### src/rtl/toi2s_pkg.sv
// Shared types for the S/PDIF-to-I2S/PWM amp control path: sequencer state
// encoding, amp config entry layout and amp register map.
package toi2s_pkg;

  typedef enum logic [2:0] {
    S_OFF       = 3'd0,
    S_EN_WAIT   = 3'd1,
    S_CFG       = 3'd2,
    S_SETTLE    = 3'd3,
    S_RUN       = 3'd4,
    S_MUTE_WAIT = 3'd5,
    S_FAULT     = 3'd6
  } seq_state_t;

  localparam int CFG_W     = 16;
  localparam int CFG_IDX_W = 4;

  typedef struct packed {
    logic [7:0] addr;
    logic [7:0] data;
  } cfg_entry_t;

  localparam logic [7:0] REG_PWR_CTRL = 8'h01;
  localparam logic [7:0] REG_CLK_CFG  = 8'h02;
  localparam logic [7:0] REG_I2S_FMT  = 8'h03;
  localparam logic [7:0] REG_VOLUME   = 8'h04;
  localparam logic [7:0] REG_PROT     = 8'h05;
  localparam logic [7:0] REG_EQ_BASE  = 8'h10;
  localparam logic [7:0] REG_PWM_CFG  = 8'h20;
  localparam logic [7:0] REG_DC_DET   = 8'h21;

  function automatic cfg_entry_t mk_cfg(input logic [7:0] a, input logic [7:0] d);
    cfg_entry_t e;
    e.addr = a;
    e.data = d;
    return e;
  endfunction

endpackage

### src/rtl/amp_cfg_rom.sv
// Amp register init table, written in order by the power sequencer.
// Entries at or beyond N_CFG read back as zero.
module amp_cfg_rom
  import toi2s_pkg::*;
#(
  parameter int N_CFG = 4
) (
  input  logic [CFG_IDX_W-1:0] idx,
  output cfg_entry_t           entry
);

  cfg_entry_t tbl;

  always_comb begin
    tbl = '0;
    case (idx)
      4'd0:  tbl = mk_cfg(REG_PWR_CTRL,      8'h80);
      4'd1:  tbl = mk_cfg(REG_CLK_CFG,       8'h11);
      4'd2:  tbl = mk_cfg(REG_I2S_FMT,       8'h02);
      4'd3:  tbl = mk_cfg(REG_VOLUME,        8'h60);
      4'd4:  tbl = mk_cfg(REG_PROT,          8'h0f);
      4'd5:  tbl = mk_cfg(REG_PWM_CFG,       8'h03);
      4'd6:  tbl = mk_cfg(REG_DC_DET,        8'h01);
      4'd7:  tbl = mk_cfg(REG_EQ_BASE,       8'h40);
      4'd8:  tbl = mk_cfg(REG_EQ_BASE + 8'd1, 8'h40);
      4'd9:  tbl = mk_cfg(REG_EQ_BASE + 8'd2, 8'h40);
      4'd10: tbl = mk_cfg(REG_EQ_BASE + 8'd3, 8'h40);
      4'd11: tbl = mk_cfg(REG_EQ_BASE + 8'd4, 8'h40);
      4'd12: tbl = mk_cfg(REG_EQ_BASE + 8'd5, 8'h40);
      4'd13: tbl = mk_cfg(REG_EQ_BASE + 8'd6, 8'h40);
      4'd14: tbl = mk_cfg(REG_EQ_BASE + 8'd7, 8'h40);
      4'd15: tbl = mk_cfg(REG_PWR_CTRL,      8'h81);
      default: tbl = '0;
    endcase
  end

  assign entry = (int'(idx) < N_CFG) ? tbl : '0;

endmodule

### src/rtl/amp_power_sequencer.sv
// Class-D amp power/mute sequencer: enables the amp on audio lock, pushes the
// config table over I2C, unmutes after settle, and ramps down mute-then-disable.
module amp_power_sequencer
  import toi2s_pkg::*;
#(
  parameter int T_ENABLE_CYC = 4096,
  parameter int T_SETTLE_CYC = 2048,
  parameter int T_MUTE_CYC   = 1024,
  parameter int N_CFG        = 4,
  parameter int MAX_RETRY    = 2
) (
  input  logic       clk,
  input  logic       reset,
  input  logic       audio_locked,
  input  logic       force_mute,
  input  logic       fault_clr,
  output logic       i2c_req,
  output logic [7:0] i2c_addr,
  output logic [7:0] i2c_data,
  input  logic       i2c_ack,
  input  logic       i2c_err,
  output logic       amp_nenable,
  output logic       amp_mute,
  output logic [2:0] seq_state,
  output logic       fault
);

  localparam int T_MAX0 = (T_ENABLE_CYC > T_SETTLE_CYC) ? T_ENABLE_CYC : T_SETTLE_CYC;
  localparam int T_MAX  = (T_MAX0 > T_MUTE_CYC) ? T_MAX0 : T_MUTE_CYC;
  localparam int CNT_W  = (T_MAX > 1) ? $clog2(T_MAX) : 1;
  localparam int RTY_W  = (MAX_RETRY > 0) ? $clog2(MAX_RETRY + 1) : 1;

  localparam logic [CNT_W-1:0]     LD_ENABLE = CNT_W'(T_ENABLE_CYC - 1);
  localparam logic [CNT_W-1:0]     LD_SETTLE = CNT_W'(T_SETTLE_CYC - 1);
  localparam logic [CNT_W-1:0]     LD_MUTE   = CNT_W'(T_MUTE_CYC - 1);
  localparam logic [CFG_IDX_W-1:0] LAST_IDX  = CFG_IDX_W'(N_CFG - 1);

  seq_state_t           state;
  logic [CNT_W-1:0]     cnt;
  logic [CFG_IDX_W-1:0] idx;
  logic [RTY_W-1:0]     retry;
  logic                 abort;
  cfg_entry_t           rom_q;

  amp_cfg_rom #(.N_CFG(N_CFG)) u_rom (
    .idx   (idx),
    .entry (rom_q)
  );

  assign seq_state = state;

  always_ff @(posedge clk) begin
    if (reset) begin
      state       <= S_OFF;
      cnt         <= '0;
      idx         <= '0;
      retry       <= '0;
      abort       <= 1'b0;
      i2c_req     <= 1'b0;
      i2c_addr    <= '0;
      i2c_data    <= '0;
      amp_nenable <= 1'b1;
      amp_mute    <= 1'b1;
      fault       <= 1'b0;
    end else begin
      case (state)
        S_OFF: begin
          amp_nenable <= 1'b1;
          amp_mute    <= 1'b1;
          if (audio_locked) begin
            state       <= S_EN_WAIT;
            amp_nenable <= 1'b0;
            cnt         <= LD_ENABLE;
            idx         <= '0;
          end
        end

        S_EN_WAIT: begin
          if (!audio_locked) begin
            state       <= S_OFF;
            amp_nenable <= 1'b1;
          end else if (cnt == '0) begin
            state    <= S_CFG;
            idx      <= '0;
            retry    <= '0;
            abort    <= 1'b0;
            i2c_req  <= 1'b1;
            i2c_addr <= rom_q.addr;
            i2c_data <= rom_q.data;
          end else begin
            cnt <= cnt - 1'b1;
          end
        end

        // A request on the bus is never withdrawn: a lock loss seen while it is
        // outstanding is remembered and acted on at the ack.
        S_CFG: begin
          if (i2c_req) begin
            if (!audio_locked) abort <= 1'b1;
            if (i2c_ack) begin
              i2c_req <= 1'b0;
              if (abort || !audio_locked) begin
                state       <= S_OFF;
                amp_nenable <= 1'b1;
              end else if (i2c_err) begin
                if (int'(retry) < MAX_RETRY) begin
                  retry <= retry + 1'b1;
                end else begin
                  state       <= S_FAULT;
                  fault       <= 1'b1;
                  amp_nenable <= 1'b1;
                end
              end else if (idx == LAST_IDX) begin
                state <= S_SETTLE;
                cnt   <= LD_SETTLE;
                retry <= '0;
              end else begin
                idx   <= idx + 1'b1;
                retry <= '0;
              end
            end
          end else if (!audio_locked) begin
            state       <= S_OFF;
            amp_nenable <= 1'b1;
          end else begin
            i2c_req  <= 1'b1;
            i2c_addr <= rom_q.addr;
            i2c_data <= rom_q.data;
          end
        end

        S_SETTLE: begin
          if (!audio_locked) begin
            state       <= S_OFF;
            amp_nenable <= 1'b1;
          end else if (cnt == '0) begin
            state    <= S_RUN;
            amp_mute <= force_mute;
          end else begin
            cnt <= cnt - 1'b1;
          end
        end

        S_RUN: begin
          if (!audio_locked) begin
            state    <= S_MUTE_WAIT;
            amp_mute <= 1'b1;
            cnt      <= LD_MUTE;
          end else begin
            amp_mute <= force_mute;
          end
        end

        S_MUTE_WAIT: begin
          amp_mute <= 1'b1;
          if (cnt == '0) begin
            state       <= S_OFF;
            amp_nenable <= 1'b1;
          end else begin
            cnt <= cnt - 1'b1;
          end
        end

        S_FAULT: begin
          amp_nenable <= 1'b1;
          amp_mute    <= 1'b1;
          i2c_req     <= 1'b0;
          if (fault_clr) begin
            state <= S_OFF;
            fault <= 1'b0;
          end
        end

        default: begin
          state       <= S_OFF;
          i2c_req     <= 1'b0;
          amp_nenable <= 1'b1;
          amp_mute    <= 1'b1;
        end
      endcase
    end
  end

endmodule

### config.mk
export PLATFORM = sky130hd
export DESIGN_NAME = amp_power_sequencer
export DESIGN_NICKNAME = d
export VERILOG_FILES = /design/src/rtl/toi2s_pkg.sv /design/src/rtl/amp_cfg_rom.sv /design/src/rtl/amp_power_sequencer.sv
export SDC_FILE = /design/constraint.sdc
export NUM_CORES = 1
export LEC_CHECK = 0
export ABC_AREA = 1
export CORE_UTILIZATION = 36
export CTS_CLUSTER_DIAMETER = 200
export CTS_CLUSTER_SIZE = 8
export DETAILED_ROUTE_END_ITERATION = 7
export GPL_ROUTABILITY_DRIVEN = 0
export HOLD_SLACK_MARGIN = 0.02
export RECOVER_POWER = 25
export SYNTH_ARGS = -nofsm -noshare
export SYNTH_HDL_FRONTEND = slang
export SYNTH_SLANG_ARGS = --single-unit
### constraint.sdc
create_clock -name clk -period 2.8 [get_ports clk]
set_input_delay 0.7 -clock clk [delete_from_list [all_inputs] [get_ports clk]]
set_output_delay 0.7 -clock clk [all_outputs]
set_load 0.1 [all_outputs]
# [Word level (Yosys, flattened, before mapping)]
# Memories as Yosys holds them, arrays and structs flattened. A register that Yosys moved wholly into a read port is not among the register bits.
# Index checks and enable logic that the tools add are counted.
[word_totals] reg_bits=42 mem_bits_ro=208 inputBits=7 mem_count=1
[mem_list] name="(no name shown)" words=16 word_bits=13 rd=1 rd_clocked_by_memory_dff=1 wr=0 line="amp_cfg_rom.sv:16" rtl="case (idx)"
[classes] add_sub_neg=3 magnitude_cmp=2 n_eq_ne=36 muxes=84 n_bitwise=3 reduce_logical=21
[op_table] operator="12-bit 2-to-1 mux" count=9
[op_table] operator="8-bit 2-to-1 mux" count=8
[op_table] operator="12-bit one-hot mux with 5 select lines" count=1
[op_table] operator="3-bit 2-to-1 mux" count=15
[op_table] operator="4-bit 2-to-1 mux" count=10
[op_table] operator="2-bit inequality test (second input constant)" count=19
[op_table] operator="8-bit one-hot mux with 2 select lines" count=2
[op_table] operator="1-bit 2-to-1 mux" count=23
[op_table] operator="3-bit one-hot mux with 7 select lines" count=1
[op_table] operator="9-bit AND reduction" count=2
[op_table] operator="16-bit 2-to-1 mux" count=1
[op_table] operator="3-bit inequality test (second input constant)" count=5
[op_table] operator="5-bit AND reduction" count=3
[op_table] operator="2-bit 2-to-1 mux" count=7
[op_table] operator="7-bit AND reduction" count=2
[op_table] operator="12-bit zero test" count=1
[op_table] operator="4-bit one-hot mux with 3 select lines" count=1
[op_table] operator="12-bit by 1-bit subtractor with 12-bit output (second input constant)" count=1
[op_table] operator="5-bit inequality test (second input constant)" count=2
[op_table] operator="10-bit AND reduction" count=1
[op_table] operator="3-bit equality test (second input constant)" count=3
[op_table] operator="4-bit inequality test (second input constant)" count=2
[op_table] operator="3-bit by 2-bit equality test with 1-bit output (second input constant)" count=2
[op_table] operator="1-bit one-hot mux with 3 select lines" count=2
[op_table] operator="other kinds (20)" count=26

# [Logic depth before layout (Yosys ltp)]
[depth] depth_word=9 mapped_depth=18

# [Cells and area by module]
# From an unflattened synthesis, not the netlist that was laid out.
[unflattened] hier_cells=372 area_unflattened_um2=2489.9
[modules_own_cells] module="amp_power_sequencer" instances=1 cells_each=340 area_each_um2=2306.0 seq_area_each_um2=840.8
[modules_own_cells] module="amp_cfg_rom" instances=1 cells_each=32 area_each_um2=183.9 seq_area_each_um2=0.0

# [Least setup slack after synthesis]
# Ideal clock, no wire load.
[synth_timing] path_type="reg-to-reg" startpoint="register state[2] (netlist: seq_state[2])" endpoint="register u_rom.tbl[12] (netlist name)" arrival_ps=2657 t_required_ps=2685 path_slack_ps=29 path_stages_with_launch=15 path_buffers=2 synth_period_minus_slack_ps=2771 cell_sequence="dfxtp_1 -> buf_2 -> nor2_4 -> buf_6 -> nand2_2 -> nand2_2 -> nor2_4 -> nand2_2 -> o21ai_0 -> nand2_1 -> inv_1 -> ha_1 -> nand3_1 -> nand2_1 -> o21ai_2"
[synth_between] elab_chain_len=5 word_cells_on_any_way=16 cone_classes="eq/ne: 10; mux: 3; reduce/logical: 3"
[synth_lines] element="start, declared" line="amp_power_sequencer.sv:38" rtl="seq_state_t state;"
[synth_lines] element="start signal, assigned" line="amp_power_sequencer.sv:54" rtl="state <= S_OFF;"
[synth_lines] element="start signal, assigned" line="amp_power_sequencer.sv:71" rtl="state <= S_EN_WAIT;"
[synth_lines] element="start signal, assigned" line="amp_power_sequencer.sv:80" rtl="state <= S_OFF;"
[synth_lines] element="3-bit by 2-bit equality test with 1-bit output, or another cell as far along" line="amp_power_sequencer.sv:66" rtl="case (state)"
[synth_lines] element="2-bit inequality test (no line) / 3-bit nonzero test (equally long branches)"
[synth_lines] element="9-bit AND reduction (no line)"
[synth_lines] element="4-bit 2-to-1 mux (no line) * (2 in a row)"
# Mark *: on every way between the ends. The rest lies on a longest branch, timed or not.
# A chain may end at the register's enable or synchronous reset.

# [Worst setup path after layout]
[layout_timing] startpoint="input port audio_locked" endpoint="register u_rom.tbl[10] (netlist name)"
[layout_between] elab_chain_len=6 word_cells_on_any_way=8 cone_classes="eq/ne: 3; mux: 2; reduce/logical: 3"
[layout_lines] element="start, declared" line="amp_power_sequencer.sv:14" rtl="input logic audio_locked,"
[layout_lines] element="1-bit zero test"
[layout_lines] element="1-bit logical OR" line="amp_power_sequencer.sv:102" rtl="if (abort || !audio_locked) begin"
[layout_lines] element="2-bit inequality test (no line)"
[layout_lines] element="9-bit AND reduction (no line) *"
[layout_lines] element="4-bit 2-to-1 mux (no line) * (2 in a row)"
# Marks and branches as above.

==> results.txt <==
Once detail routing completed, the nets flagged for antenna violations numbered 0. The run gives 4909 um as the HPWL after detailed placement. Hold is met by 0.4720 ns.

The time the final worst path needs with I/O delays and setup is 2.471 ns. The run gives 6534 um as the wire length after detailed routing. The classification of the worst setup path is in2reg. The final critical-path share of the clock period works out to 0.8824.

Along the worst path, the maximum fanout reaches 5. The kind of end point of the critical path was a flop. Final core area utilization: 0.4319.

The number of diodes added for antenna fixing is 0, and the warning count from the yosys run is 0. IR analysis of the VDD net gives a maximum drop of 260.6 uV. For the initial antenna violation count, the log shows 0.

For the max-slew headroom at the worst pin, the log shows 0.2064. Worst hold path class: reg2reg. The core region is 7408 um^2. In this run the tool buffered the top-level ports with 26 buffer cells. STA puts the critical path data arrival time at 2.69 ns. The synthesized netlist occupies a cell area of 2819 um^2.

The worst-margin pin slew came out at 1.195 ns. TritonCTS built the clock tree. The number of cells traversed by the worst register-to-register path was 15. The max-slew violation count came out at 0. For this design, the slowest cell found on the critical path is sky130_fd_sc_hd__clkdlybuf4s50_1. At the worst endpoint, the required time is 3.02 ns. The worst setup path is launched from an input pin. Summed over all failing endpoints, the final setup total negative slack is 0 ns.

The first detailed-routing pass took 4 iterations. The number of hold violations in the final report is 0. The number of nets at the end of the flow is 448, and the reported max-cap violation count is 0. Setup repair after global routing left no endpoint under its margin. After clock tree synthesis, the setup repair step added 0 buffers. The via count of the first global-routing pass was 2,412; the average routed wire per standard cell was 12.26 um. The die is 90.49 um tall.

In this run the power density over the cells is 993.7 nW/um^2. The cell that appears most often on the critical path is sky130_fd_sc_hd__nand2_1. Summed over all cells, the static leakage comes to 1.417 nW.

Fill cells in the final layout number 786. At the later pin of the worst-skew pair, clock insertion delay measures 0.31 ns. The placed instances occupy a cell area of 3168 um^2.

On the final layout, the worst clock skew is 0.009696 ns. For the I/O pin count, the log shows 30. Fraction of layout instances using a drive strength above 1: 0.1659.

The tools report the critical hold path startpoint as i2c_data[7]$_SDFFE_PP0P_. After synthesis, the cell types taking the most area are sky130_fd_sc_hd__dfxtp_1, sky130_fd_sc_hd__nand2_1, sky130_fd_sc_hd__nor2_1. For the total congestion overflow after global routing, the log shows 0. Traced cell by cell, the critical path runs through clkdlybuf4s50_1 -> nor2_1 -> a21oi_1 -> nand2_2 -> nor2_4 -> nand2_2 -> o21ai_0 -> nand2_1 -> buf_4 -> ha_1 -> nand3_1 -> nand2_1 -> nand2_1 -> nand2_1.

Die boundary width: 90.49 um. The largest net degree at the start of global routing came out at 30. Dividing the synthesized area by the synthesized cell count gives 7.047 um^2. For this block, wires on met1 add up to 3086 um. The synthesis-to-finish area growth works out to 13.49%. Before CTS, the worst setup slack after placement is 0.007004 ns. The worst hold path depth is 2. After clock tree synthesis, the clock-pin slew on the worst setup and hold paths is 0.10 ns. The number of different library cells used by synthesis comes to 34. The cell type group with the largest total delay on the critical path is simple AND/OR/NAND/NOR gates.

Clock tree synthesis found a total of 50 sinks. The run gives 2 as the maximum count of clock buffers along a single path. Counting flops and latches in the post-synthesis netlist gives 50. The routed design uses 259 um of met3 wire. Signal routing reaches up to met4.

In this run, the number of DRC markers left after iteration 0 of detailed routing was 160. The final route contains 2,603 vias. The floorplan has 31 rows. In this run the register-to-register setup slack is 0.45 ns. DRC violation count after routing: 0. The run gives 0.3551 as the sequential-to-total area share from yosys stat. The die covers 8188 um^2. Buffers inserted to repair hold after CTS numbered 0. The least setup slack across all paths after layout is 0.3292 ns, and the routed via count divided by cell count is 4.884. Effective utilization at floorplan: 0.3805. Depth of the CTS H-tree: 2. The final standard cell area without fillers is 3199 um^2, and the synthesized instance count is 400. Setup violations remaining at the end of the flow were counted as 0. Counting both buffers and inverters, the worst setup path holds a total of 2. The overall track demand over capacity in global routing was 0.1682; the peak per-stage delay on the critical path was 0.51 ns. The logs give 11,140 um for the global-route wire length before repair and 3100 um for the met2 layer wire length in the routed design. The cell accounting for the most synthesized area is sky130_fd_sc_hd__dfxtp_1.

The run finished with clean final reports. Top achievable clock speed: 0.4047 GHz. For hold timing, the worst endpoint is i2c_data[7]$_SDFFE_PP0P_. The fraction of post-synthesis cell area in the top cell type by area came out at 0.3551. End of the worst register-to-register path: u_rom.tbl[10]$_DFF_P_. Post-CTS repair changed the size of 0 cells. The startpoint identified for the worst register-to-register timing path is cnt[0]$_SDFFE_PP0P_. Clock tree synthesis selected as its root buffer the cell sky130_fd_sc_hd__clkbuf_8. Clock tree synthesis inserted a total of 5 buffers.
-- power by group --
part	leakage, nW	switching, mW	internal, mW	total [mW]
clock network	0.0491	0.268	0.184	0.453
registers	0.408	0.152	0.853	1.01
logic	0.960	1.20	0.522	1.72
-- stage by stage --
step / total power [mW] / std cells
global placement: 2.757 / 525
CTS: 3.231 / 533
detailed placement: 2.770 / 525
floorplan: 2.396 / 402
global route: 3.431 / 533
finish: 3.179 / 533
-- layer usage --
metal / vias up / global-route usage
met5: - / 0
met4: 0 / 0.06048
met3: 6 / 0.02778
li1: 1359 / -
met1: 1186 / 0.2191
met2: 52 / 0.2784
-- registers in the layout (all words and copies together), names as in the netlist --
signal       flops
retry            2
cnt             12
abort            1
amp_nenable      1
idx              4
seq_state        3
fault            1
i2c_data         7
amp_mute         1
i2c_req          1
u_rom.tbl       12
i2c_addr         5
-- tightest hold or removal path: cells and delay by family (launching register included) --
family	cells	cell delay [ns]
AOI/OAI and AO/OA	1	0.05
DFF	1	0.32
and+or+nand+nor	1	0.06
-- synthesized netlist by cell type --
library cell / n
sky130_fd_sc_hd__nand2_1: 82
sky130_fd_sc_hd__dfxtp_1: 50
sky130_fd_sc_hd__nor2_1: 47
sky130_fd_sc_hd__inv_1: 36
sky130_fd_sc_hd__a21oi_1: 26
sky130_fd_sc_hd__nand4_1: 22
sky130_fd_sc_hd__nand2_2: 20
sky130_fd_sc_hd__nand3_1: 20
sky130_fd_sc_hd__o21ai_0: 15
sky130_fd_sc_hd__a21oi_2: 11
sky130_fd_sc_hd__nor3_1: 9
sky130_fd_sc_hd__xor2_1: 9
sky130_fd_sc_hd__ha_1: 8
sky130_fd_sc_hd__clkbuf_1: 7
sky130_fd_sc_hd__buf_4: 6
sky130_fd_sc_hd__inv_2: 4
sky130_fd_sc_hd__o21ai_1: 4
sky130_fd_sc_hd__buf_2: 3
sky130_fd_sc_hd__buf_6: 3
sky130_fd_sc_hd__xnor2_1: 3
sky130_fd_sc_hd__nor2_4: 2
sky130_fd_sc_hd__a21oi_4: 1
sky130_fd_sc_hd__a311oi_1: 1
sky130_fd_sc_hd__conb_1: 1
sky130_fd_sc_hd__inv_4: 1
sky130_fd_sc_hd__nand2_4: 1
sky130_fd_sc_hd__nand3_2: 1
sky130_fd_sc_hd__nand3b_1: 1
sky130_fd_sc_hd__nor2_2: 1
sky130_fd_sc_hd__o211ai_1: 1
sky130_fd_sc_hd__o21ai_2: 1
sky130_fd_sc_hd__o21bai_1: 1
sky130_fd_sc_hd__or2_1: 1
sky130_fd_sc_hd__or2_2: 1
-- cell families after synthesis --
logic type,synth area share
AND/OR/NAND/NOR,0.3413
AO/OA/AOI/OAI,0.1314
buffers and inverters,0.09809
flip-flops,0.3551
XOR/XNOR,0.03729
adder cells (fa/ha/maj),0.03551
other,0.001330
-- final cells by class --
type | count | area (um^2) | area share
Clock inverter | 3 | 26.28 | 0.008213
Timing Repair Buffer | 43 | 274.0 | 0.08565
Sequential cell | 50 | 1001 | 0.3129
Clock buffer | 5 | 68.82 | 0.02151
Tap cell | 99 | 123.9 | 0.03872
Multi-Input combinational cell | 292 | 1549 | 0.4842
Inverter | 41 | 156.4 | 0.04889
-- how the worst max path moves through the flow --
stage                                          from                    end  slack [ns]  cells past startpoint
final                                  audio_locked  u_rom.tbl[10]$_DFF_P_        0.33                     14
after global routing                   audio_locked   u_rom.tbl[7]$_DFF_P_        0.11                     12
after CTS                              audio_locked   u_rom.tbl[0]$_DFF_P_        0.35                     12
after detailed placement               audio_locked   u_rom.tbl[0]$_DFF_P_       0.007                     12
after global placement                 audio_locked   u_rom.tbl[9]$_DFF_P_        0.05                     13
after floorplan           seq_state[2]$_SDFFE_PP0P_  u_rom.tbl[12]$_DFF_P_        0.03                     14
-- placed cells by master (no fill, tap or decap) --
| cell | instances |
|---|---|
| sky130_fd_sc_hd__buf_4 | 20 |
| sky130_fd_sc_hd__nand3_1 | 20 |
| sky130_fd_sc_hd__xor2_1 | 9 |
| sky130_fd_sc_hd__inv_6 | 2 |
| sky130_fd_sc_hd__ha_1 | 8 |
| sky130_fd_sc_hd__nand2_2 | 20 |
| sky130_fd_sc_hd__a311oi_1 | 1 |
| sky130_fd_sc_hd__a21oi_1 | 26 |
| sky130_fd_sc_hd__a21oi_4 | 1 |
| sky130_fd_sc_hd__inv_2 | 4 |
| sky130_fd_sc_hd__nand4_1 | 22 |
| sky130_fd_sc_hd__nand2_1 | 82 |
| sky130_fd_sc_hd__a21oi_2 | 11 |
| sky130_fd_sc_hd__o21ai_0 | 15 |
| sky130_fd_sc_hd__nor2_2 | 1 |
| sky130_fd_sc_hd__nor2_1 | 47 |
| sky130_fd_sc_hd__clkbuf_8 | 5 |
| sky130_fd_sc_hd__nor2_4 | 2 |
| sky130_fd_sc_hd__clkdlybuf4s50_1 | 6 |
| sky130_fd_sc_hd__o21bai_1 | 1 |
| sky130_fd_sc_hd__conb_1 | 3 |
| sky130_fd_sc_hd__nand2_4 | 1 |
| sky130_fd_sc_hd__o21ai_1 | 4 |
| sky130_fd_sc_hd__clkinv_4 | 1 |
| sky130_fd_sc_hd__xnor2_1 | 3 |
| sky130_fd_sc_hd__inv_4 | 1 |
| sky130_fd_sc_hd__o21ai_2 | 1 |
| sky130_fd_sc_hd__or2_2 | 1 |
| sky130_fd_sc_hd__or2_1 | 1 |
| sky130_fd_sc_hd__o211ai_1 | 1 |
| sky130_fd_sc_hd__nor3_1 | 9 |
| sky130_fd_sc_hd__nand3_2 | 1 |
| sky130_fd_sc_hd__clkbuf_1 | 17 |
| sky130_fd_sc_hd__inv_1 | 36 |
| sky130_fd_sc_hd__nand3b_1 | 1 |
| sky130_fd_sc_hd__dfxtp_1 | 50 |
Power figures use the tool's default switching activity.
